### src/rtl/hub_port_arbiter_pkg.sv
// Shared constants for the hub broadcast arbiter.
// Frame geometry, state codes and a one-hot helper.
package hub_port_arbiter_pkg;

  localparam int NUM_PORTS     = 4;
  localparam int MAC_BYTES     = 6;
  localparam int PAYLOAD_BYTES = 70;

  // start bit + dst MAC + src MAC + payload
  localparam int FRAME_BITS_DEF =
    1 + (2 * MAC_BYTES + PAYLOAD_BYTES) * 8;

  localparam logic [1:0] ST_IDLE = 2'd0;
  localparam logic [1:0] ST_SEND = 2'd1;
  localparam logic [1:0] ST_GAP  = 2'd2;

  function automatic logic [3:0] onehot4(
    input logic [1:0] i
  );
    return 4'b0001 << i;
  endfunction

endpackage

### src/rtl/hub_port_arbiter_if.sv
// Arbiter-to-port-receiver bundle.
// master = arbiter, slave = port receivers.
interface hub_port_arbiter_if #(
  parameter int CNT_W = 10
);

  logic [3:0]       req;
  logic [3:0]       gnt;
  logic [1:0]       gnt_idx;
  logic [3:0]       tx_en;
  logic [CNT_W-1:0] bit_cnt;
  logic             frame_start;
  logic             frame_end;

  modport master (
    input  req,
    output gnt,
    output gnt_idx,
    output tx_en,
    output bit_cnt,
    output frame_start,
    output frame_end
  );

  modport slave (
    output req,
    input  gnt,
    input  gnt_idx,
    input  tx_en,
    input  bit_cnt,
    input  frame_start,
    input  frame_end
  );

endinterface

### src/rtl/hub_port_arbiter_rr_select4.sv
// Rotating-priority encoder for four requesters.
// Search starts at last+1 and wraps modulo 4.
module rr_select4 (
  input  logic [3:0] req,
  input  logic [1:0] last,
  output logic       valid,
  output logic [1:0] sel
);

  logic [7:0] dbl;
  logic [2:0] shift;
  logic [3:0] rot;
  logic [1:0] off;

  always_comb begin
    dbl   = {req, req};
    shift = {1'b0, last} + 3'd1;
    // rot[0] is the highest-priority port
    rot   = 4'(dbl >> shift);
    valid = |req;
    off   = 2'd0;
    unique casez (rot)
      4'b???1: off = 2'd0;
      4'b??10: off = 2'd1;
      4'b?100: off = 2'd2;
      4'b1000: off = 2'd3;
      default: off = 2'd0;
    endcase
    sel = last + 2'd1 + off;
  end

endmodule

### src/rtl/hub_port_arbiter.sv
// Round-robin owner of the hub broadcast path.
// Grants one port per frame, then holds an idle gap.
module hub_port_arbiter
  import hub_port_arbiter_pkg::*;
#(
  parameter int FRAME_BITS = FRAME_BITS_DEF,
  parameter int GAP_CYCLES = 4,
  parameter int CNT_W      = 10
) (
  input logic clk,
  input logic reset,
  hub_port_arbiter_if.master bus
);

  localparam int GAP_W =
    (GAP_CYCLES > 1) ? $clog2(GAP_CYCLES) : 1;
  localparam logic [CNT_W-1:0] LAST_BIT =
    CNT_W'(FRAME_BITS - 1);
  localparam logic [GAP_W-1:0] GAP_LAST =
    GAP_W'((GAP_CYCLES > 0) ? GAP_CYCLES - 1 : 0);

  logic [1:0]       state;
  logic [1:0]       last;
  logic [3:0]       gnt_q;
  logic [1:0]       idx_q;
  logic [3:0]       txen_q;
  logic [CNT_W-1:0] cnt_q;
  logic             fs_q;
  logic             fe_q;
  logic [GAP_W-1:0] gap_q;

  logic       sel_v;
  logic [1:0] sel;

  rr_select4 u_sel (
    .req   (bus.req),
    .last  (last),
    .valid (sel_v),
    .sel   (sel)
  );

  always_ff @(posedge clk) begin
    if (reset) begin
      state  <= ST_IDLE;
      last   <= 2'd3;
      gnt_q  <= 4'b0;
      idx_q  <= 2'd0;
      txen_q <= 4'b0;
      cnt_q  <= '0;
      fs_q   <= 1'b0;
      fe_q   <= 1'b0;
      gap_q  <= '0;
    end else begin
      fs_q <= 1'b0;
      fe_q <= 1'b0;
      unique case (state)
        ST_IDLE: begin
          if (sel_v) begin
            state  <= ST_SEND;
            gnt_q  <= onehot4(sel);
            idx_q  <= sel;
            last   <= sel;
            txen_q <= ~onehot4(sel);
            cnt_q  <= '0;
            fs_q   <= 1'b1;
            fe_q   <= (FRAME_BITS == 1);
          end
        end
        ST_SEND: begin
          // committed frame: req is not looked at here
          if (cnt_q == LAST_BIT) begin
            gnt_q  <= 4'b0;
            idx_q  <= 2'd0;
            txen_q <= 4'b0;
            cnt_q  <= '0;
            gap_q  <= '0;
            state  <= (GAP_CYCLES == 0) ? ST_IDLE : ST_GAP;
          end else begin
            cnt_q <= cnt_q + CNT_W'(1);
            fe_q  <= (cnt_q + CNT_W'(1)) == LAST_BIT;
          end
        end
        ST_GAP: begin
          if (gap_q == GAP_LAST) begin
            state <= ST_IDLE;
          end else begin
            gap_q <= gap_q + GAP_W'(1);
          end
        end
        default: state <= ST_IDLE;
      endcase
    end
  end

  assign bus.gnt         = gnt_q;
  assign bus.gnt_idx     = idx_q;
  assign bus.tx_en       = txen_q;
  assign bus.bit_cnt     = cnt_q;
  assign bus.frame_start = fs_q;
  assign bus.frame_end   = fe_q;

endmodule
### src/flat_wrapper.sv
// flat-port wrapper written by rule: the top's interface ports become plain ports
module hub_port_arbiter_flat import hub_port_arbiter_pkg::*;
#(
  parameter int FRAME_BITS = FRAME_BITS_DEF,
  parameter int GAP_CYCLES = 4,
  parameter int CNT_W      = 10
)
  (clk, reset, bus_req, bus_gnt, bus_gnt_idx, bus_tx_en, bus_bit_cnt, bus_frame_start, bus_frame_end);
  hub_port_arbiter_if #(.CNT_W(CNT_W)) bus_i ();
  input logic clk;
  input logic reset;
  input wire logic [$bits(bus_i.req)-1:0] bus_req;
  output wire logic [$bits(bus_i.gnt)-1:0] bus_gnt;
  output wire logic [$bits(bus_i.gnt_idx)-1:0] bus_gnt_idx;
  output wire logic [$bits(bus_i.tx_en)-1:0] bus_tx_en;
  output wire logic [$bits(bus_i.bit_cnt)-1:0] bus_bit_cnt;
  output wire logic [$bits(bus_i.frame_start)-1:0] bus_frame_start;
  output wire logic [$bits(bus_i.frame_end)-1:0] bus_frame_end;
  assign bus_i.req = bus_req;
  assign bus_gnt = bus_i.gnt;
  assign bus_gnt_idx = bus_i.gnt_idx;
  assign bus_tx_en = bus_i.tx_en;
  assign bus_bit_cnt = bus_i.bit_cnt;
  assign bus_frame_start = bus_i.frame_start;
  assign bus_frame_end = bus_i.frame_end;
  hub_port_arbiter #(.FRAME_BITS(FRAME_BITS), .GAP_CYCLES(GAP_CYCLES), .CNT_W(CNT_W)) u_core (.clk(clk), .reset(reset), .bus(bus_i));
endmodule
### config.mk
export PLATFORM = sky130hd
export DESIGN_NAME = hub_port_arbiter_flat
export DESIGN_NICKNAME = d
export VERILOG_FILES = /design/src/rtl/hub_port_arbiter_pkg.sv /design/src/rtl/hub_port_arbiter_if.sv /design/src/rtl/hub_port_arbiter_rr_select4.sv /design/src/rtl/hub_port_arbiter.sv /design/src/flat_wrapper.sv
export SDC_FILE = /design/constraint.sdc
export NUM_CORES = 1
export LEC_CHECK = 0
export CAP_MARGIN = 30
export CORE_ASPECT_RATIO = 1.5
export CORE_MARGIN = 4
export CORE_UTILIZATION = 56
export CTS_CLUSTER_DIAMETER = 50
export DETAILED_ROUTE_END_ITERATION = 16
export PLACE_DENSITY = 0.91
export SLEW_MARGIN = 20
export SYNTH_ARGS = -nofsm -noshare
export SYNTH_HDL_FRONTEND = slang
export SYNTH_SLANG_ARGS = --single-unit
### constraint.sdc
create_clock -name clk -period 3.2 [get_ports clk]
set_input_delay 0.32 -clock clk [delete_from_list [all_inputs] [get_ports clk]]
set_output_delay 0.32 -clock clk [all_outputs]
set_load 0.01 [all_outputs]
==> run metrics, run 1 <==
Internal 0.619 mW; critical path type in2reg; ys async rst share 0; die footprint 3760 um2; Clock Latency Late Sink ~0.27 ns; # rows 23; final non-filler cell total around 250; Synthesized Nets approximately 200; clock skew 0.00330 ns; R2R Setup Slk between 1 and 1.5 ns; worst vdd ir 0.000251 V; # diodes 0; clock share of power 0.241; Post-synth EDFFs 0; Final Cycle Share 0.749; Crit. End Element flip-flop; Hold Path Stages 2; slew of the pin with the lowest slew margin 0.890 ns; Avg WL per Cell ~15 um; CP max FO 8; Sw Ratio 0.309; clock root cell clkbuf_8; sequential share of power 0.469; Reg clk slew, reported paths roughly 0.090 ns; WP data arrival 2.54 ns; Crit path required time 3.35 ns; grt total ovfl 0; TritonCTS clock tree yes; reg2reg end u_core.bus.tx_en[2]; Clock Sinks 28; hold_buf cts 0; Post-CTS Resized 0; Starting Density 0.586; Seq/Total Area, Yosys 0.354; core area around 2700 um2; Worst Hold Class reg2reg; Placer Congestion between 0.9 and 1; vias per inst 6.28; Worst path slowest cell clkdlybuf4s50_1; FMAX about 0.42 GHz; relative slew slack 0.404; largest net degree at the start of global routing 18; share of layout cells above drive strength 1 0.0463; setup ws final 0.803 ns; Mapped Cells 196; r2r startpoint u_core.bus.bit_cnt[0]; Final ANT Viol Nets 0; Final #Nets 227; Fin Hold WS between 0.4 and 0.5 ns; CTS Buf Count 3; global-route wire length before repair 6530 um; Leak 0.688 nW; Hold Violations, Final 0; io pins 28; Synth Flop Type dfxtp_1; drt drc 0; Min-Delay Endpoint u_core.bus.gnt[0]; crit-path cells clkdlybuf4s50_1, nor2_1, nor3_1, a21oi_1, o21ai_0, a21oi_1, ha_1, xnor2_1, nor3_1, o31ai_1; FF-to-FF path depth 7; vias in the first global route 1,572; Synth Register Bits 28; pwr dens between 400 and 500 nW/um2; Final TNS setup 0 ns; Die Height 73.2 um; synth-to-layout area growth 19.8%; final max-slew violation count 0; drt initial violations 93; Setup Buffers After CTS 0; endpoints failing setup 0; RSZ-0062 raised after global routing no; GRT Util Overall 0.220; Combinational Power Share 0.290; commonest non-fill, non-tap cell in the layout dfxtp_1; Cells after DPL 249; average cell area after synthesis 8.09 um2; Detailed Route WL between 3000 and 4000 um; YS warnings 0; maximum clock path buffer count 2; DP Wirelength about 2800 um; outcome completed; synthesized area around 1600 um2; DP Worst Slack about 0.56 ns; most frequent cells in the layout 28 x dfxtp_1, 27 x clkdlybuf4s50_1, 25 x nor2_1; initial antenna violation count 0; overall die width between 50 and 60 um; routed vias approximately 1,600; startpoint class of the critical path input port; Yosys cell types 44; I/O Buffers 27; Net Sw Power 0.276 mW; H-Tree Depth 1; TritonRoute pass-1 iters 4; crit-path max cell delay roughly 0.53 ns; fin crit period 2.40 ns; max cap viols 0; HP Start u_core.bus.gnt[0]
## cells in the mapped netlist, types with 3 or more instances
master	number	area [um2]
dfxtp_1	28	561
nor2_1	25	93.8
a21oi_1	18	90.1
nand2_1	13	48.8
o21ai_0	11	55.1
inv_1	8	30.0
clkbuf_1	7	26.3
o31ai_1	7	52.6
nand3b_1	6	45.0
a311oi_1	5	43.8
a41oi_1	5	43.8
a31oi_1	4	25.0
ha_1	4	50.1
nand3_1	4	20.0
nor2b_1	4	25.0
nor3_1	4	20.0
nand2b_1	3	18.8
nand4_1	3	18.8
xor2_1	3	26.3
## sequential cells by signal, indices dropped and copies added (netlist names)
| name | cells |
|---|---|
| u_core.bus.bit_cnt | 10 |
| u_core.bus.gnt | 4 |
| u_core.bus.frame_end | 1 |
| u_core.bus.tx_en | 4 |
| u_core.bus.frame_start | 1 |
| u_core.state | 2 |
| u_core.last | 2 |
| u_core.gap_q | 2 |
| u_core.bus.gnt_idx | 2 |
## power by group through the flow
stage / Sequential (mW) / Combinational [mW] / Clock [mW]
2_1_floorplan: 0.429 / 0.152 / 0
3_3_place_gp: 0.424 / 0.250 / 0
3_5_place_dp: 0.428 / 0.258 / 0
4_1_cts: 0.420 / 0.258 / 0.221
5_1_grt: 0.427 / 0.281 / 0.232
6_report: 0.420 / 0.260 / 0.215
## critical path: cells and delay by family
kind            cells  cell delay [ns]
compound gates      4             0.52
xor+xnor            1             0.11
fa+ha+maj           1             0.22
buf+inv             1             0.53
simple gates        3             0.83
## cell families (layout without fill, tap and decap cells)
family / Yosys count / count (layout) / share of synthesized area
and+or+nand+nor: 73 / 73 / 0.237
adders and majority gates: 4 / 4 / 0.0316
DFF: 28 / 28 / 0.354
muxes: 1 / 1 / 0.00631
buffers and inverters: 20 / 40 / 0.0600
AOI/OAI and AO/OA: 66 / 66 / 0.290
xor gates and xnor gates: 4 / 4 / 0.0221
## worst max-delay path by stage
| stage | startpoint | to | slack (ns) | cells after the start |
|---|---|---|---|---|
| floorplan | u_core.bus.bit_cnt[0] | u_core.bus.bit_cnt[1] | 1.22 | 7 |
| global placement | bus_req[1] | u_core.bus.gnt_idx[1] | 0.70 | 10 |
| detailed placement | bus_req[1] | u_core.bus.gnt[2] | 0.56 | 10 |
| CTS | bus_req[3] | u_core.bus.gnt[2] | 0.85 | 10 |
| global route | bus_req[1] | u_core.bus.gnt[2] | 0.59 | 10 |
| finish | bus_req[1] | u_core.bus.gnt[2] | 0.80 | 10 |
## per-stage QoR
| step | total power [mW] | cell area (um2) | util |
|---|---|---|---|
| after floorplan | 0.581 | 1590 | - |
| after detailed placement | 0.686 | 1840 | 0.682 |
| final | 0.895 | 1900 | 0.702 |
| after CTS | 0.900 | 1900 | 0.702 |
| after global routing | 0.940 | 1900 | 0.702 |
| after global placement | 0.673 | 1840 | 0.682 |
## area by class of cell
class,instances,area [um2]
clock buffers,4,55.1
fillers,248,806
inverters,8,30.0
multi-input cells,148,930
flip-flops and latches,28,561
well taps,37,46.3
repair buffers,28,278
## per-layer routing
layer / GRT usage / wire length [um]
met1: 0.248 / 1520
met5: 0 / 0
met4: 0.125 / 99
met2: 0.387 / 2050
met3: 0.0307 / 176
Note: power is estimated with default switching activity, not from simulation.
==> run 2: changes to the inputs <==
CORE_UTILIZATION = 47   (was 56)
PLACE_DENSITY = 0.82   (was 0.91)
clock period = 1.9 ns   (was 3.2 ns; I/O delays follow)
==> run 2 against run 1 <==
Net effect:
- the run now ends with negative setup slack left
- sequential cell count is the same
- die area grew 17%
- clock skew is essentially flat
- combinational power grew to 2.6 times the previous value
- non-clock buffer count grew 31
- core utilization grew 4.6 points
- sequential share of layout area shrank 5.7 points
- critical path type is now reg2reg
- final cell count grew 14%
- count of clock-buffer cells in the layout shrank 1
- register-to-register slack lost 1.1 ns
- highest routed layer unchanged
==> run metrics, run 2 (synthesized netlist as in run 1, its figures left out) <==
outcome finished, violations left (was completed); failing checks negative setup slack; Placer Congestion 0.833 (was 0.924); I/O Buffers 27 (unchanged); Avg WL per Cell 17.1 um (was 15.2 um); io pins 28 (unchanged); Final #Nets 259 (was 227); startpoint class of the critical path flip-flop (was input port); endpoints failing setup 1 (was 0); vias per inst 6.23 (was 6.28); DP Wirelength 3110 um (was 2820 um); slew of the pin with the lowest slew margin 0.409 ns (was 0.890 ns); drt initial violations 97 (was 93); max FFs per register 10 (unchanged); Worst Hold Class reg2reg (unchanged); max cap viols 0 (unchanged); core area 3190 um2 (was 2710 um2); Reg clk slew, reported paths 0.09 ns (about the same); CP max FO 5 (was 8); fin crit period 1.90 ns; fillers 241 (was 248); final max-slew violation count 0 (unchanged); GRT Util Overall 0.204 (was 0.220); total power 1.86 mW (was 0.895 mW); maximum clock path buffer count 2 (unchanged); commonest non-fill, non-tap cell in the layout buf_4 (was dfxtp_1); Fin Hold WS 0.503 ns (was 0.489 ns); WP data arrival 2.04 ns (was 2.54 ns); FF+latch area 568 um2 (was 561 um2); vias in the first global route 1,748 (was 1,572); Crit. End Element flip-flop (unchanged); TritonCTS clock tree yes (unchanged); TritonRoute pass-1 iters 4 (unchanged); share of layout cells above drive strength 1 0.306 (was 0.0463); Final ANT Viol Nets 0 (unchanged); clock skew 0.00369 ns (was 0.00330 ns); # rows 25 (was 23); crit-path max cell delay 0.37 ns (was 0.53 ns); CTS Buf Count 3 (unchanged); Starting Density 0.497 (was 0.586); relative slew slack 0.727 (was 0.404); drt drc 0 (unchanged); worst vdd ir 0.000538 V (was 0.000251 V); hold_buf cts 0 (unchanged); grt total ovfl 0 (unchanged); clock root cell clkbuf_8 (unchanged); FMAX 0.525 GHz; Clock Latency Late Sink 0.27 ns (about the same); Detailed Route WL 4920 um (was 3840 um); H-Tree Depth 1 (unchanged); initial antenna violation count 0 (unchanged); Hold Path Stages 2 (unchanged); RSZ-0062 raised after global routing yes (was no); synth-to-layout area growth 50.6% (was 19.8%); CP startpoint u_core.last[0] (was bus_req[1]); Die Height 79.1 um (was 73.2 um); crit-path cells buf_4, nand3_1, o31ai_4, a21oi_2, ha_4, xor2_4, nor2_1, o21ai_1, a41oi_1 (was clkdlybuf4s50_1, nor2_1, nor3_1, a21oi_1, o21ai_0, a21oi_1, ha_1, xnor2_1, nor3_1, o31ai_1); largest net degree at the start of global routing 17 (was 18); Leak 0.909 nW (was 0.688 nW); die footprint 4390 um2 (was 3760 um2); r2r startpoint u_core.last[0] (was u_core.bus.bit_cnt[0]); # diodes 0 (unchanged); setup ws final -0.00313 ns (was 0.803 ns); critical path type reg2reg (was in2reg); overall die width 55.4 um (was 51.4 um); area of the multi-input gates 1150 um2 (was 930 um2); FF-to-FF path depth 9 (was 7); Hold Violations, Final 0 (unchanged); HP Start u_core.bus.gnt[2] (was u_core.bus.gnt[0]); pwr dens 777 nW/um2 (was 471 nW/um2); Crit path required time 2.04 ns (was 3.35 ns); global-route wire length before repair 7420 um (was 6530 um); most frequent cells in the layout 29 x buf_4, 24 x dfxtp_1, 23 x clkdlybuf4s50_1 (was 28 x dfxtp_1, 27 x clkdlybuf4s50_1, 25 x nor2_1); Clock Sinks 28 (unchanged); Final Cycle Share 1.00; Worst path slowest cell dfxtp_4 (was clkdlybuf4s50_1); routed vias 1,795 (was 1,589)
-- run 2: layout make-up --
cell class,count,share of cell area
clock inverter,1,0.0126
timing repair buffer,59,0.216
sequential,28,0.238
inverter,8,0.0126
tap,40,0.0210
clock buffer,3,0.0173
multi-input combinational,149,0.482
-- run 2: final timing paths --
| path | to | slack (ns) |
|---|---|---|
| worst max-delay path | u_core.bus.tx_en[2] | -0.003 |
| worst min-delay path | u_core.bus.gnt[2] | 0.50 |
| worst max register to register | u_core.bus.tx_en[2] | -0.003 |
| worst min register to register | u_core.bus.gnt[2] | 0.50 |
-- run 2: layer usage --
layer	vias up	part of all wire	wire length [um]	GRT usage
met1	863	0.36	1770	0.218
met5	-	0	0	0
met3	16	0.044	215	0.0358
met4	0	0.026	129	0.0779
met2	84	0.57	2810	0.392
li1	832	-	-	-
-- run 2: worst max-delay path, delay by kind of cell, from the launching register on --
family	cells	cell delay (ns)
and+or+nand+nor	2	0.19
xor gates and xnor gates	1	0.20
adders and majority gates	1	0.22
DFF	1	0.37
AOI/OAI and AO/OA	4	0.62
buffers and inverters	1	0.15
-- run 2: power by group --
part | switching (mW) | internal [mW] | leakage (nW)
logic | 0.341 | 0.345 | 0.643
registers | 0.0471 | 0.655 | 0.230
clock network | 0.185 | 0.282 | 0.0357
-- run 2: stage by stage --
stage | util | setup WS [ns] | instance area, um2 | setup TNS (ns) | instances
5_1_grt | 0.748 | -0.107 | 2390 | -0.355 | 288
3_5_place_dp | 0.648 | -0.352 | 2070 | -3.74 | 281
6_report | 0.748 | -0.00313 | 2390 | -0.00313 | 288
2_1_floorplan | - | 0.0319 | 1590 | 0 | 196
3_3_place_gp | 0.648 | -0.328 | 2070 | -3.21 | 281
4_1_cts | 0.684 | 0.00101 | 2180 | 0 | 288
-- run 2: timing repair --
action                                  CTS  global route
resized for setup                         9            44
gates cloned                              1             0
hold endpoints to repair                  0             0
endpoints found under the setup margin   14            22
buffers inserted                          2             0
pin swaps                                 0             8
==> run 3: changes to the inputs <==
CORE_MARGIN = not set   (was 4)
==> run 3 against run 2 <==
Net effect:
- the flow still finishes with violations (negative setup slack)
- sequential cell count did not move
- first-iteration DRC count increased by 16%
- clock power rose by 1%
- critical endpoint is now u_core.bus.bit_cnt[3]
==> run metrics, run 3 (synthesized netlist as in run 1, its figures left out) <==
outcome finished, violations left (unchanged); failing checks negative setup slack (unchanged); Clock Latency Late Sink 0.28 ns (was 0.27 ns); worst vdd ir 0.000448 V (was 0.000538 V); commonest non-fill, non-tap cell in the layout buf_4 (unchanged); drt initial violations 113 (was 97); RSZ-0062 raised after global routing yes (unchanged); Starting Density 0.497 (unchanged); maximum clock path buffer count 2 (unchanged); relative slew slack 0.682 (was 0.727); # rows 25 (unchanged); H-Tree Depth 1 (unchanged); Internal 1.28 mW (about the same); Final Cycle Share 1.03 (was 1.00); clock root cell clkbuf_8 (unchanged); final non-filler cell total 290 (was 288); clock share of power 0.254 (was 0.252); io pins 28 (unchanged); TritonRoute pass-1 iters 4 (unchanged); share of layout cells above drive strength 1 0.340 (was 0.306); fin crit period 1.95 ns (was 1.90 ns); drt drc 0 (unchanged); CTS Buf Count 3 (unchanged); Hold Violations, Final 0 (unchanged); CP bufs+invs 2 (was 1); startpoint class of the critical path flip-flop (unchanged); crit-path max cell delay 0.50 ns (was 0.37 ns); total power 1.86 mW (about the same); Detailed Route WL 4980 um (was 4920 um); grt total ovfl 0 (unchanged); DP Worst Slack -0.367 ns (was -0.352 ns); synth-to-layout area growth 53.1% (was 50.6%); max cap viols 0 (unchanged); vias per inst 6.04 (was 6.23); clock skew 0.00458 ns (was 0.00369 ns); CP startpoint u_core.bus.bit_cnt[0] (was u_core.last[0]); final max-slew violation count 0 (unchanged); Leak 0.910 nW (was 0.909 nW); I/O Buffers 27 (unchanged); initial antenna violation count 0 (unchanged); Final ANT Viol Nets 0 (unchanged); sequential share of power 0.376 (was 0.378); Clock Sinks 28 (unchanged); most frequent cells in the layout 31 x buf_4, 25 x dfxtp_1, 23 x clkdlybuf4s50_1 (was 29 x buf_4, 24 x dfxtp_1, 23 x clkdlybuf4s50_1); GRT Util Overall 0.260 (was 0.204); Combinational Power Share 0.370 (about the same); crit-path cells inv_2, ha_4, or4b_4, o41a_4, buf_6, a21oi_2, a311oi_2 (was buf_4, nand3_1, o31ai_4, a21oi_2, ha_4, xor2_4, nor2_1, o21ai_1, a41oi_1); largest net degree at the start of global routing 17 (unchanged); die footprint 3610 um2 (was 4390 um2); setup ws final -0.0510 ns (was -0.00313 ns); FMAX 0.513 GHz (was 0.525 GHz); r2r startpoint u_core.bus.bit_cnt[0] (was u_core.last[0]); routed vias 1,751 (was 1,795); Reg clk slew, reported paths 0.10 ns (was 0.09 ns); Placer Congestion 0.934 (was 0.833); CP max FO 5 (unchanged); Crit path required time 2.05 ns (was 2.04 ns); Die Height 73.1 um (was 79.1 um); Final #Nets 261 (was 259); vias in the first global route 1,640 (was 1,748); pwr dens 768 nW/um2 (was 777 nW/um2); cell family with most CP delay compound AO/OA/AOI/OAI gates (unchanged); Net Sw Power 0.588 mW (was 0.574 mW); Worst path slowest cell or4b_4 (was dfxtp_4); core area 3190 um2 (unchanged); Sw Ratio 0.315 (was 0.309); # diodes 0 (unchanged); Avg WL per Cell 17.2 um (was 17.1 um); global-route wire length before repair 7360 um (was 7420 um); max FFs per register 10 (unchanged); DP Wirelength 3000 um (was 3110 um); TritonCTS clock tree yes (unchanged); Finished Core Util 0.761 (was 0.748); Worst Hold Class reg2reg (unchanged); slew of the pin with the lowest slew margin 0.475 ns (was 0.409 ns); Crit. End Element flip-flop (unchanged); overall die width 49.4 um (was 55.4 um); WP data arrival 2.10 ns (was 2.04 ns); critical path type reg2reg (unchanged); HP Start u_core.bus.gnt_idx[1] (was u_core.bus.gnt[2]); endpoints failing setup 7 (was 1); Cells after DPL 284 (was 281)
## run 3: cell count changes in the layout (fill, tap and decap cells not counted), sizes merged
cell / change
dlygate4sd2: -1
buf: +2
clkdlybuf4s15: +1
## run 3: power by group through the flow
stage	registers, mW	logic, mW	clock network (mW)
6_report	0.702	0.690	0.473
5_1_grt	0.707	0.727	0.489
4_1_cts	0.696	0.573	0.474
3_5_place_dp	0.708	0.547	0
3_3_place_gp	0.706	0.538	0
2_1_floorplan	0.722	0.256	0
## run 3: area by class of cell
class	instances	area (um2)
fillers	222	763
multi-input cells	149	1180
clock inverters	1	30.0
flip-flops and latches	28	567
repair buffers	61	533
well taps	40	50.0
clock buffers	3	41.3
inverters	8	30.0
## run 3: timing repair
action / in CTS / in global routing
resized for setup: 14 / 46
pin swaps: 1 / 11
setup buffers: 0 / 1
hold buffers: 0 / 0
cloned: 1 / 0
setup endpoints to repair: 18 / 22
hold endpoints to repair: 0 / 0
## run 3: final timing paths
path	slack [ns]	cells past startpoint	to
min reg2reg	0.49	2	u_core.bus.gnt_idx[1]
max reg2reg	-0.05	7	u_core.bus.bit_cnt[3]
max	-0.05	7	u_core.bus.bit_cnt[3]
min	0.49	2	u_core.bus.gnt_idx[1]
## run 3: per-stage QoR
step           TNS, ns  hold slack (ns)  area (um2)
6_report        -0.201            0.490        2430
5_1_grt         -0.640            0.519        2430
4_1_cts        -0.0232            0.494        2210
3_5_place_dp     -3.51            0.478        2090
3_3_place_gp     -2.79            0.464        2090
2_1_floorplan        0            0.395        1590
## run 3: routing by layer
layer | global-route usage | vias up | wire length (um)
met3 | 0.0229 | 13 | 200
met5 | 0 | - | 0
met1 | 0.283 | 830 | 1920
li1 | - | 839 | -
met4 | 0.127 | 0 | 108
met2 | 0.495 | 69 | 2750
## run 3: worst reg2reg max path: stages (launching register included)
cell	delay (ns)
dfxtp_2	0.34
inv_2	0.08
ha_4	0.13
or4b_4	0.50
o41a_4	0.43
buf_6	0.15
a21oi_2	0.12
a311oi_2	0.07
